File: config.mk
export PLATFORM = sky130hd
export DESIGN_NAME = booth_r4_seq_mult
export DESIGN_NICKNAME = d
export VERILOG_FILES = /design/src/rtl/booth_pkg.sv /design/src/rtl/booth_r4_digit_enc.sv /design/src/rtl/booth_r4_seq_mult.sv
export SDC_FILE = /design/constraint.sdc
export NUM_CORES = 1
export LEC_CHECK = 0
export BUFFER_PORTS_ARGS = -buffer_cell sky130_fd_sc_hd__buf_2
export CAP_MARGIN = 10
export CELL_PAD_IN_SITES_DETAIL_PLACEMENT = 1
export CELL_PAD_IN_SITES_GLOBAL_PLACEMENT = 1
export CORE_MARGIN = 4
export CORE_UTILIZATION = 35
export DETAILED_ROUTE_END_ITERATION = 8
export PLACE_DENSITY_LB_ADDON = 0.1
export SYNTH_ARGS = -nofsm -noshare
export SYNTH_HDL_FRONTEND = slang
export SYNTH_SLANG_ARGS = --single-unit
File: constraint.sdc
create_clock -name clk -period 8.8 [get_ports clk]
set_input_delay 0.44 -clock clk [delete_from_list [all_inputs] [get_ports clk]]
set_output_delay 0.44 -clock clk [all_outputs]
set_load 0.01 [all_outputs]
File: src/rtl/booth_pkg.sv
// ============================================================================
// Module      : booth_pkg
// Description : Shared types and constants for the radix-4 Booth multiplier.
// Revision    : 1.0 - initial release
// ============================================================================
`default_nettype none

package booth_pkg;

    typedef enum logic [1:0] {
        IDLE = 2'd0,
        RUN  = 2'd1,
        DONE = 2'd2
    } booth_state_t;

    typedef struct packed {
        logic neg;
        logic two;
        logic one;
    } booth_digit_t;

    // A radix-4 digit is recoded from three overlapping multiplier bits.
    function automatic int booth_triplet_width();
        return 3;
    endfunction

    localparam int c_triplet_w = booth_triplet_width();

endpackage

`default_nettype wire

File: src/rtl/booth_r4_digit_enc.sv
// ============================================================================
// Module      : booth_r4_digit_enc
// Description : Combinational radix-4 Booth digit encoder (triplet -> neg/two/one).
// Revision    : 1.0 - initial release
// ============================================================================
`default_nettype none

module booth_r4_digit_enc
    import booth_pkg::*;
(
    input  logic [c_triplet_w-1:0] i_triplet,
    output booth_digit_t           o_digit
);

    logic w_x2;
    logic w_x1;
    logic w_x0;

    assign w_x2 = i_triplet[2];
    assign w_x1 = i_triplet[1];
    assign w_x0 = i_triplet[0];

    assign o_digit.one = w_x1 ^ w_x0;
    assign o_digit.two = (w_x2 & ~w_x1 & ~w_x0) | (~w_x2 & w_x1 & w_x0);
    // Triplet 111 encodes zero and must not be reported as negative.
    assign o_digit.neg = w_x2 & ~(w_x1 & w_x0);

endmodule

`default_nettype wire

File: src/rtl/booth_r4_seq_mult.sv
// ============================================================================
// Module      : booth_r4_seq_mult
// Description : Sequential radix-4 Booth multiplier, one digit per clock, with
//               valid/ready handshakes. Macro BOOTH_APPROX_EN zeroes the lowest
//               APPROX_DIGITS Booth digits (approximate mode).
// Revision    : 1.0 - initial release
// ============================================================================
`default_nettype none

module booth_r4_seq_mult
    import booth_pkg::*;
#(
    parameter int WIDTH         = 8,
    parameter int APPROX_DIGITS = 1
)
(
    input  logic                 clk,
    input  logic                 rst,
    input  logic                 in_valid,
    output logic                 in_ready,
    input  logic [WIDTH-1:0]     a,
    input  logic [WIDTH-1:0]     b,
    output logic                 out_valid,
    input  logic                 out_ready,
    output logic [2*WIDTH-1:0]   p
);

    localparam int c_idx_w = (WIDTH / 2 > 1) ? $clog2(WIDTH / 2) : 1;
    localparam int c_pp_w  = WIDTH + 2;
    localparam int c_acc_w = 2 * WIDTH;
    localparam logic [c_idx_w-1:0] c_last_idx = c_idx_w'(WIDTH / 2 - 1);

`ifdef BOOTH_APPROX_EN
    localparam bit c_approx_en = 1'b1;
`else
    localparam bit c_approx_en = 1'b0;
`endif

    booth_state_t         r_state;
    booth_state_t         w_state_nxt;
    logic [WIDTH-1:0]     r_a;
    logic [WIDTH-1:0]     r_b;
    logic [c_acc_w-1:0]   r_acc;
    logic [c_idx_w-1:0]   r_idx;

    logic [WIDTH:0]       w_bext;
    logic [c_triplet_w-1:0] w_triplet;
    booth_digit_t         w_enc;
    booth_digit_t         w_dig;
    logic                 w_zero;
    logic [c_pp_w-1:0]    w_a_ext;
    logic [c_pp_w-1:0]    w_mag;
    logic [c_pp_w-1:0]    w_pp;
    logic [c_acc_w-1:0]   w_pp_ext;
    logic [c_acc_w-1:0]   w_pp_sh;
    logic                 w_accept;
    logic                 w_last;

    // Appending the implicit b[-1]=0 lets digit i start at bit 2i.
    assign w_bext    = {r_b, 1'b0};
    assign w_triplet = w_bext[{r_idx, 1'b0} +: c_triplet_w];

    booth_r4_digit_enc u_enc (
        .i_triplet (w_triplet),
        .o_digit   (w_enc)
    );

    assign w_zero = c_approx_en && (int'(r_idx) < APPROX_DIGITS);
    assign w_dig  = w_zero ? '0 : w_enc;

    assign w_a_ext = {{2{r_a[WIDTH-1]}}, r_a};

    always_comb begin
        w_mag = '0;
        if (w_dig.two) begin
            w_mag = w_a_ext << 1;
        end else if (w_dig.one) begin
            w_mag = w_a_ext;
        end
        w_pp = w_dig.neg ? -w_mag : w_mag;
    end

    assign w_pp_ext = {{(c_acc_w - c_pp_w){w_pp[c_pp_w-1]}}, w_pp};
    assign w_pp_sh  = w_pp_ext << {r_idx, 1'b0};

    assign w_accept = (r_state == IDLE) && in_valid;
    assign w_last   = (r_idx == c_last_idx);

    always_ff @(posedge clk) begin
        if (rst) begin
            r_state <= IDLE;
        end else begin
            r_state <= w_state_nxt;
        end
    end

    always_comb begin
        w_state_nxt = r_state;
        case (r_state)
            IDLE:    if (in_valid)  w_state_nxt = RUN;
            RUN:     if (w_last)    w_state_nxt = DONE;
            DONE:    if (out_ready) w_state_nxt = IDLE;
            default:                w_state_nxt = IDLE;
        endcase
    end

    always_ff @(posedge clk) begin
        if (rst) begin
            r_a   <= '0;
            r_b   <= '0;
            r_acc <= '0;
            r_idx <= '0;
        end else if (w_accept) begin
            r_a   <= a;
            r_b   <= b;
            r_acc <= '0;
            r_idx <= '0;
        end else if (r_state == RUN) begin
            r_acc <= r_acc + w_pp_sh;
            r_idx <= r_idx + 1'b1;
        end
    end

    assign in_ready  = (r_state == IDLE);
    assign out_valid = (r_state == DONE);
    assign p         = r_acc;

endmodule

`default_nettype wire

== Yosys cells after proc, flatten, opt, wreduce, memory -nomap -nowiden ==
Cells that the tools add are included.
Word-level totals
  bits in registers: 36
  output and inout bits: 18
  word-level logic and storage cells: 39
Cells by class
  $add $sub $neg: 3
  eq/ne operators: 6
  shift-type cells: 2
  muxes and demuxes: 7
  bitwise operators: 12
  reduce and logical (&&, ||, !) cells: 4
Operators with widths (count)
  $mux W10: 3
  $add A16 B16 Y16: 1
  $shl A16 B3 Y16: 1
  $neg A10 Y10: 1
  $shiftx A9 B4 Y3: 1
  $and A1 B1 Y1: 6
  $mux W2: 3
  $pmux W2 S3: 1
  $eq A2 B2 Y1 const B: 2
  $ne A2 B2 Y1 const B: 2
  $not A1 Y1: 4
  $reduce_and A3 Y1: 1
  $add A2 B1 Y2 const B: 1
  $eq A2 B1 Y1 const B: 1
  $logic_not A2 Y1: 1
  $ne A2 B1 Y1 const B: 1
  $reduce_or A2 Y1: 1
  $logic_and A1 B1 Y1: 1
  $or A1 B1 Y1: 1
  $xor A1 B1 Y1: 1

== Logic depth before layout (Yosys ltp) ==
Gate-level depths: netlist of the first run.
  depth after elaboration: 10
  mapped depth: 24

== Hierarchy ==
A second synthesis of the first run with hierarchy kept.
Second synthesis, totals
  cell total of the unflattened synthesis: 375
  area total of the unflattened synthesis: 2786.4 um^2
By module, submodules not included
  booth_r4_seq_mult: times used 1, cells an instance 370, area each 2745.1 um^2
  booth_r4_digit_enc: times used 1, cells an instance 5, area each 41.3 um^2

== Worst setup path before layout of the first run ==
OpenSTA, ideal clock, no wires.
  path type: register to register
  from: register r_idx[1]
  to: register r_acc[14], in the netlist p[14]
  setup time: 0.087 ns
  arrival: 4.844 ns
  data required time: 8.713 ns
  setup slack: 3.869 ns
  cell stages (with the launch flop): 23
  buffers on the path: 3
  period minus slack after synthesis: 4.931 ns
  cell sequence: dfxtp_1 > buf_2 > mux2_4 > a21oi_4 > inv_1 > ha_1 > clkbuf_1 > clkbuf_1 > nand4_1 > and2_1 > ha_1 > nor2_1 > a31o_2 > or3_1 > fa_1 > nor2b_1 > o21ai_0 > a21boi_0 > o211ai_1 > a31oi_1 > a31oi_1 > xor2_1 > o31ai_1
Between the ends
  word-level cells in the longest chain between the ends: 10
  elaborated cells between the ends (all ways): 19
  those cells by class: 2 x add/sub; 2 x shift; 3 x mux; 12 x bitwise
Ends and longest elaborated chain
  from (decl): RTL line booth_r4_seq_mult.sv:44  | logic [c_idx_w-1:0] r_idx;
  from (signal assigned): RTL line booth_r4_seq_mult.sv:120  | r_idx <= r_idx + 1'b1;
  $shiftx A9 B4 Y3: RTL line booth_r4_seq_mult.sv:61  | assign w_triplet = w_bext[{r_idx, 1'b0} +: c_triplet_w];
  $not A1 Y1: RTL line booth_r4_digit_enc.sv:24  | assign o_digit.two = (w_x2 & ~w_x1 & ~w_x0) | (~w_x2 & w_x1 & w_x0);
  $and A1 B1 Y1 (2 in series): RTL line booth_r4_digit_enc.sv:24
  $or A1 B1 Y1: RTL line booth_r4_digit_enc.sv:24
  $mux W10: RTL line booth_r4_seq_mult.sv:75  | if (w_dig.two) begin
  $neg A10 Y10: RTL line booth_r4_seq_mult.sv:80  | w_pp = w_dig.neg ? -w_mag : w_mag;
  $mux W10: RTL line booth_r4_seq_mult.sv:80
  $shl A16 B3 Y16 *: RTL line booth_r4_seq_mult.sv:84  | assign w_pp_sh = w_pp_ext << {r_idx, 1'b0};
  $add A16 B16 Y16 *: RTL line booth_r4_seq_mult.sv:119  | r_acc <= r_acc + w_pp_sh;
  to (signal assigned): RTL line booth_r4_seq_mult.sv:119
  to (decl): RTL line booth_r4_seq_mult.sv:43  | logic [c_acc_w-1:0] r_acc;
Every way passes the cells marked *; elsewhere a longest branch is shown, timed or not.
A chain may end at the register's enable or synchronous reset.

== Worst setup path in the final report of the first run ==
  from: register r_idx[1]
  to: register r_acc[15], in the netlist p[15]
The elaborated chain is that of the path after synthesis.

==> summary.md, run 1 <==
| Metric | Value |
|---|---|
| Tot GR Track Use | 0.182 |
| NetSw | 0.150 mW |
| Placement Cell Area | 0.00329 mm² |
| Post-route ant nets | 0 |
| Setup Viol. Count Final | 0 |
| Critical path fanouts, max | 25 |
| Worst-path clk slew | 0.09 ns |
| Core Region | 0.00834 mm² |
| Hold Buf Count CTS | 0 |
| Root buf cell | clkbuf_8 |
| Netlist cell types | 60 |
| Ys async rst share | 0 |
| H-tree levels | 2 |
| Layout area overhead | 12.9% |
| Fmax | 161 MHz |
| Max clock buf depth | 2 |
| Highest Signal Layer | met4 |
| Int Pwr | 0.356 mW |
| Initial DRC count | 114 |
| Met2 WL | 4030 µm |
| Post-Route WL | 9090 µm |
| Max-cap violations | 0 |
| Via count | 3044 |
| Largest net degree at the start of global routing | 26 |
| Cells after Synth | 412 |
| Syn. warnings | 0 |
| First-pass DRT Iterations | 4 |
| Mapped Area | 0.00306 mm² |
| CTS resizes | 0 |
| Post-DP HPWL | 6910 µm |
| Main flop type after synthesis | dfxtp_1 |
| Ant. Diodes | 0 |
| Die ar. | 0.0103 mm² |
| Arrival @ worst endpoint | 6.45 ns |
| Final hold violations | 0 |
| Switching Fraction | 0.296 |
| Wire per inst | 16.8 µm |
| Clk_lat worst skew | 0.30 ns |
| Crit. End Element | flop |
| Post-synthesis sequential area ratio | 0.236 |
| Post-CTS Setup Bufs | 0 |
| Clk pwr share | 0.417 |
| Post-Syn Area per Cell | 7.42 µm² |
| Final nets | 475 |
| Power Density | 146 mW/mm² |
| Die Y | 101 µm |
| Initial antenna violation count | 0 |
| Top cells by area, synth | dfxtp_1 (24%), nand2_1 (8.6%), a21oi_1 (8.2%) |
| DIE WIDTH | 101 µm |
| Port bufs | 37 |
| Gpl congestion | 0.819 |
| Outcome | complete, no violations |
| Clock Skew | 0.00653 ns |
| Leakage | 1.42 nW |
| DRC viols | 0 |
| Max IR drop VDD | 0.0000674 V |
| Worst Setup Start Kind | flop |
| Commonest cells post-synth | nand2_1 (70), a21oi_1 (50), dfxtp_1 (36), nor2_1 (26), ha_1 (19) |
| Final worst-path cycle share | 0.708 |
| Worst Hold Class | input pin to flop |
| Slew @ Worst Pin | 0.948 ns |
| Num ports | 38 |
| #FFs+latches synth | 36 |
| Post-route setup slack | 2.57 ns |
| Initial Util | 0.366 |
| Synth area leader | dfxtp_1 |
| Combinational share of power | 0.227 |
| Share of layout cells above drive strength 1 | 0.151 |
| DP Worst Slack | 2.68 ns |
| Final Instance Area | 0.00345 mm² |
| Non-Filler Instances | 541 |
| CTS Buf Count | 5 |
| Clock tree sinks | 36 |
| Fin. max-slew vios | 0 |
| Std cell rows | 33 |
| M1 WL | 4780 µm |
| Post-Syn Nets | 452 |
| Unrepaired setup endpoints after global routing | no |
| Most common cell in the synthesized netlist | nand2_1 |
| Sequential share of power | 0.356 |
| Relative slew margins | 0.367 |
| Dpl cells | 533 |
| CTS tree | done |
| Setup TNS | 0 ns |
| Vias in the first global route | 3053 |
| CP required | 9.02 ns |
| First-pass GRT wire length | 15300 µm |
| Post-synth EDFFs | 0 |
| Critical path type | flop to flop |
| Routed wl met3 | 202 µm |
| Min Tclk post-route | 6.23 ns |
| Gr ovfl total | 0 |
| Hold WS | 0.375 ns |
| Share of the synthesized area in the top cell type | 0.236 |
| Via/cell ratio | 5.63 |
per-layer routing:
layer / global-route usage / up-vias
li1: - / 1541
met5: 0 / -
met3: 0.0289 / 6
met4: 0.0450 / 0
met2: 0.278 / 37
met1: 0.265 / 1460
power groups by stage:
| stage | Clock [mW] | Combinational, mW | Sequential, mW |
|---|---|---|---|
| 2_1_floorplan | 0 | 0.0875 | 0.180 |
| 3_3_place_gp | 0 | 0.113 | 0.184 |
| 3_5_place_dp | 0 | 0.115 | 0.184 |
| 4_1_cts | 0.218 | 0.115 | 0.180 |
| 5_1_grt | 0.228 | 0.129 | 0.181 |
| 6_report | 0.211 | 0.115 | 0.180 |
cell families (layout without fill, tap and decap cells):
family	count (synthesis)	count (layout)	synth area share
AO/OA/AOI/OAI	129	129	0.277
XOR/XNOR	16	16	0.0458
adder cells (fa/ha/maj)	20	20	0.0843
buffers and inverters	39	63	0.0520
flip-flops	36	36	0.236
multiplexers	15	15	0.0659
AND/OR/NAND/NOR	157	157	0.239
worst max-delay path: stages, from the launching register on:
cell	delay (ns)
dfxtp_1	0.95
mux2_4	0.40
a21oi_4	0.23
inv_1	0.17
ha_1	0.66
o31ai_1	0.22
o211ai_1	0.14
o31ai_1	0.10
a221o_1	0.42
a21o_1	0.25
xor2_1	0.36
nor2_1	0.08
o31ai_1	0.30
ha_1	0.31
nand4_1	0.13
nor3_1	0.19
nor2_1	0.13
a211oi_1	0.34
o211ai_1	0.18
a211o_1	0.31
a21o_1	0.17
a21oi_1	0.13
metrics by stage:
stage	total power [mW]	util
3_5_place_dp	0.299	0.395
6_report	0.506	0.414
4_1_cts	0.513	0.414
5_1_grt	0.538	0.414
2_1_floorplan	0.267	-
3_3_place_gp	0.297	0.395
layout make-up:
cell class,instances,area [µm²]
repair buffers,40,208
fillers,1062,4890
clock buffers,5,68.8
clock inverters,3,90.1
multi-input cells,337,2180
flip-flops and latches,36,721
inverters,15,56.3
well taps,105,131
layout by cell type, fill, tap and decap left out, drive strengths merged, types with 3 or more instances in the layout:
cell type / instances
mux2: 5
nand2: 70
o31ai: 7
nand3: 9
xor2: 6
and2: 7
or3: 4
nor2b: 4
o211ai: 6
mux4: 3
ha: 19
clkbuf: 5
o21bai: 3
a211oi: 7
xnor2: 10
a31oi: 7
nor3: 17
dfxtp: 36
bufinv: 3
mux2i: 7
a21oi: 51
buf: 40
inv: 15
o221ai: 3
o21ai: 15
nand4: 6
nand2b: 4
nor2: 27
a21o: 8
o22ai: 3
and3: 3
final timing paths:
path                 start      to  slack (ns)  cells after the start
setup / recovery  r_idx[1]   p[15]        2.57                     21
hold / removal        a[6]  r_a[6]        0.37                      3
setup reg to reg  r_idx[1]   p[15]        2.57                     21
hold reg to reg     r_b[0]  r_b[0]        0.46                      2
flip-flops by register name, indices dropped and copies added (netlist names):
signal,cells
p,16
r_a,8
r_b,8
r_idx,2
r_state,2
No activity file was read; power rests on OpenSTA's default activity.
==> inputs of run 2 (changes only) <==
--- a/config.mk
+++ b/config.mk
@@ -5,6 +5,7 @@
 export SDC_FILE = /design/constraint.sdc
 export NUM_CORES = 1
 export LEC_CHECK = 0
+export ABC_AREA = 1
 export BUFFER_PORTS_ARGS = -buffer_cell sky130_fd_sc_hd__buf_2
 export CAP_MARGIN = 10
 export CELL_PAD_IN_SITES_DETAIL_PLACEMENT = 1
==> constraint.sdc (replaced) <==
create_clock -name clk -period 5.9 [get_ports clk]
set_input_delay 0.295 -clock clk [delete_from_list [all_inputs] [get_ports clk]]
set_output_delay 0.295 -clock clk [all_outputs]
set_load 0.01 [all_outputs]
==> summary.md, run 2 <==
| Metric | Value |
|---|---|
| Worst Setup Start Kind | flop |
| Area occupied by multi-input gates | 0.00186 mm² |
| Power Density | 269 mW/mm² |
| Relative slew margins | 0.518 |
| Root buf cell | clkbuf_8 |
| Fin. max-slew vios | 0 |
| Initial Util | 0.365 |
| Initial antenna violation count | 0 |
| Xor/xnor share of the synthesized area | 0.0489 |
| Initial DRC count | 128 |
| #FFs+latches synth | 36 |
| Most common cell in the synthesized netlist | nand2_1 |
| Simple-Gate Fraction of Synth Area | 0.354 |
| Die Y | 98.5 µm |
| Crit. End Element | flop |
| Largest family of logic cells by synthesized area | simple AND/OR/NAND/NOR gates |
| Register Area | 721 µm² |
| CTS tree | done |
| Cells after Synth | 461 |
| Ys async rst share | 0 |
| CTS resizes | 0 |
| Hold Buf Count CTS | 0 |
| Post-route ant nets | 0 |
| Synth area leader | dfxtp_1 |
| Max incr delay on CP | 0.45 ns |
| Fmax | 199 MHz |
| Max IR drop VDD | 0.000116 V |
| DIE WIDTH | 98.5 µm |
| Setup TNS | 0 ns |
| Worst Hold Class | input pin to flop |
| Slew @ Worst Pin | 0.723 ns |
| Final nets | 533 |
| CP required | 6.09 ns |
| Post-Route WL | 7930 µm |
| Main flop type after synthesis | dfxtp_1 |
| Gr ovfl total | 0 |
| Compound-cell area share of the yosys netlist | 0.156 |
| Critical path fanouts, max | 22 |
| Most frequent cells in the layout | nand2_1 (114), nor2_1 (62), inv_1 (51) |
| Post-CTS Setup Bufs | 0 |
| Via count | 2929 |
| Post-synthesis mux area share | 0 |
| Tot GR Track Use | 0.176 |
| Largest net degree at the start of global routing | 24 |
| Clock tree sinks | 36 |
| Max clock buf depth | 2 |
| Top cells by area, synth | dfxtp_1 (25%), nand2_1 (15%), ha_1 (8.3%) |
| Post-synth EDFFs | 0 |
| Post-Syn Nets | 501 |
| Adder-cell share of the synthesized area | 0.0899 |
| Worst-path clk slew | 0.08 ns |
| Post-synthesis sequential area ratio | 0.251 |
| Vias in the first global route | 3073 |
| Die ar. | 0.00970 mm² |
| Port bufs | 37 |
| Core Region | 0.00785 mm² |
| First-pass DRT Iterations | 6 |
| Wire per inst | 13.3 µm |
| Via/cell ratio | 4.91 |
| Tot Pwr | 0.885 mW |
| Gpl congestion | 0.810 |
| Post-DP HPWL | 6230 µm |
| Mapped Area | 0.00287 mm² |
| Leakage | 1.81 nW |
| Syn. warnings | 0 |
| First-pass GRT wire length | 14400 µm |
| Setup Viol. Count Final | 0 |
| Commonest non-fill, non-tap cell in the layout | nand2_1 |
| Fillcell total | 1096 |
| Share of the synthesized area in the top cell type | 0.251 |
| Arrival @ worst endpoint | 5.23 ns |
| Max reg flops | 16 |
| Std cell rows | 32 |
| CTS Buf Count | 5 |
| Layout area overhead | 14.6% |
| Outcome | complete, no violations |
| Post-Syn Area per Cell | 6.22 µm² |
| Min Tclk post-route | 5.03 ns |
| Num ports | 38 |
| Share of layout cells above drive strength 1 | 0.148 |
| Max-cap violations | 0 |
| Unrepaired setup endpoints after global routing | no |
| Commonest cells post-synth | nand2_1 (114), nor2_1 (62), inv_1 (51), o21ai_0 (42), dfxtp_1 (36) |
| Critical path type | flop to flop |
| Netlist cell types | 34 |
| CP delay by family, top | compound AO/OA/AOI/OAI gates |
| DRC viols | 0 |
| CP bufs+invs | 6 |
| Final worst-path cycle share | 0.853 |
| Slowest stage cell, crit path | ha_1 |
| H-tree levels | 2 |
| Ant. Diodes | 0 |
| Final hold violations | 0 |
| Most used cell, CP | nand2_1 |
| Clk_lat worst skew | 0.29 ns |
| Clock Skew | 0.00612 ns |
run 2: changes by cell type in the layout (fill, tap and decap cells not counted), sizes merged, moves of 8 or more:
cell and delta:
xnor2 -8, a21oi -21, nand2 +54, o21ai +36, inv +39, nand3 +29, xor2 +8, nor2 +38
nor3 -16
run 2: power breakdown:
part,switching [mW],leakage [nW],internal [mW]
clock network,0.100,0.0784,0.212
logic,0.193,1.43,0.106
registers,0.0129,0.296,0.260
total,0.307,1.81,0.578
run 2: area by class of cell:
| type | count | area share |
|---|---|---|
| well taps | 102 | 0.0388 |
| clock buffers | 5 | 0.0209 |
| inverters | 54 | 0.0617 |
| multi-input cells | 355 | 0.566 |
| flip-flops and latches | 36 | 0.219 |
| repair buffers | 41 | 0.0655 |
| clock inverters | 3 | 0.0274 |
run 2: worst reg2reg max path, delay by kind of cell, from the launching register on:
kind                     cells  cell delay, ns
AND/OR/NAND/NOR             12            1.10
adder cells (fa/ha/maj)      3            1.01
flip-flops                   1            0.35
XOR/XNOR                     2            0.27
buffers and inverters        6            0.55
AO/OA/AOI/OAI                7            1.67
run 2: metal layers:
metal / global-route usage / share of wire
met1: 0.248 / 0.53
met2: 0.284 / 0.44
met3: 0.0276 / 0.024
met4: 0.0410 / 0.011
met5: 0 / 0
run 2: path summary, 6_finish.rpt:
path / start / endpoint / slack (ns) / depth (start not counted)
worst max-delay path: r_idx[0] / p[13] / 0.87 / 30
worst min-delay path: rst / r_state[1] / 0.18 / 2
worst max register to register: r_idx[0] / p[13] / 0.87 / 30
worst min register to register: r_b[0] / r_b[0] / 0.49 / 2
run 2: cell families (layout without fill, tap and decap cells):
kind of cell,after synthesis,after routing
AO/OA/AOI/OAI,86,86
buffers and inverters,70,103
AND/OR/NAND/NOR,233,233
XOR/XNOR,16,16
adder cells (fa/ha/maj),20,20
flip-flops,36,36
run 2: per-stage QoR:
| step | cell area, µm² | hold WS, ns | cells | util | setup slack [ns] |
|---|---|---|---|---|---|
| 2_1_floorplan | 2870 | 0.364 | 461 | - | 1.65 |
| 3_3_place_gp | 3130 | 0.472 | 588 | 0.398 | 1.05 |
| 3_5_place_dp | 3130 | 0.479 | 588 | 0.398 | 0.865 |
| 4_1_cts | 3290 | 0.178 | 596 | 0.419 | 0.819 |
| 5_1_grt | 3290 | 0.180 | 596 | 0.419 | 0.155 |
| 6_report | 3290 | 0.185 | 596 | 0.419 | 0.866 |
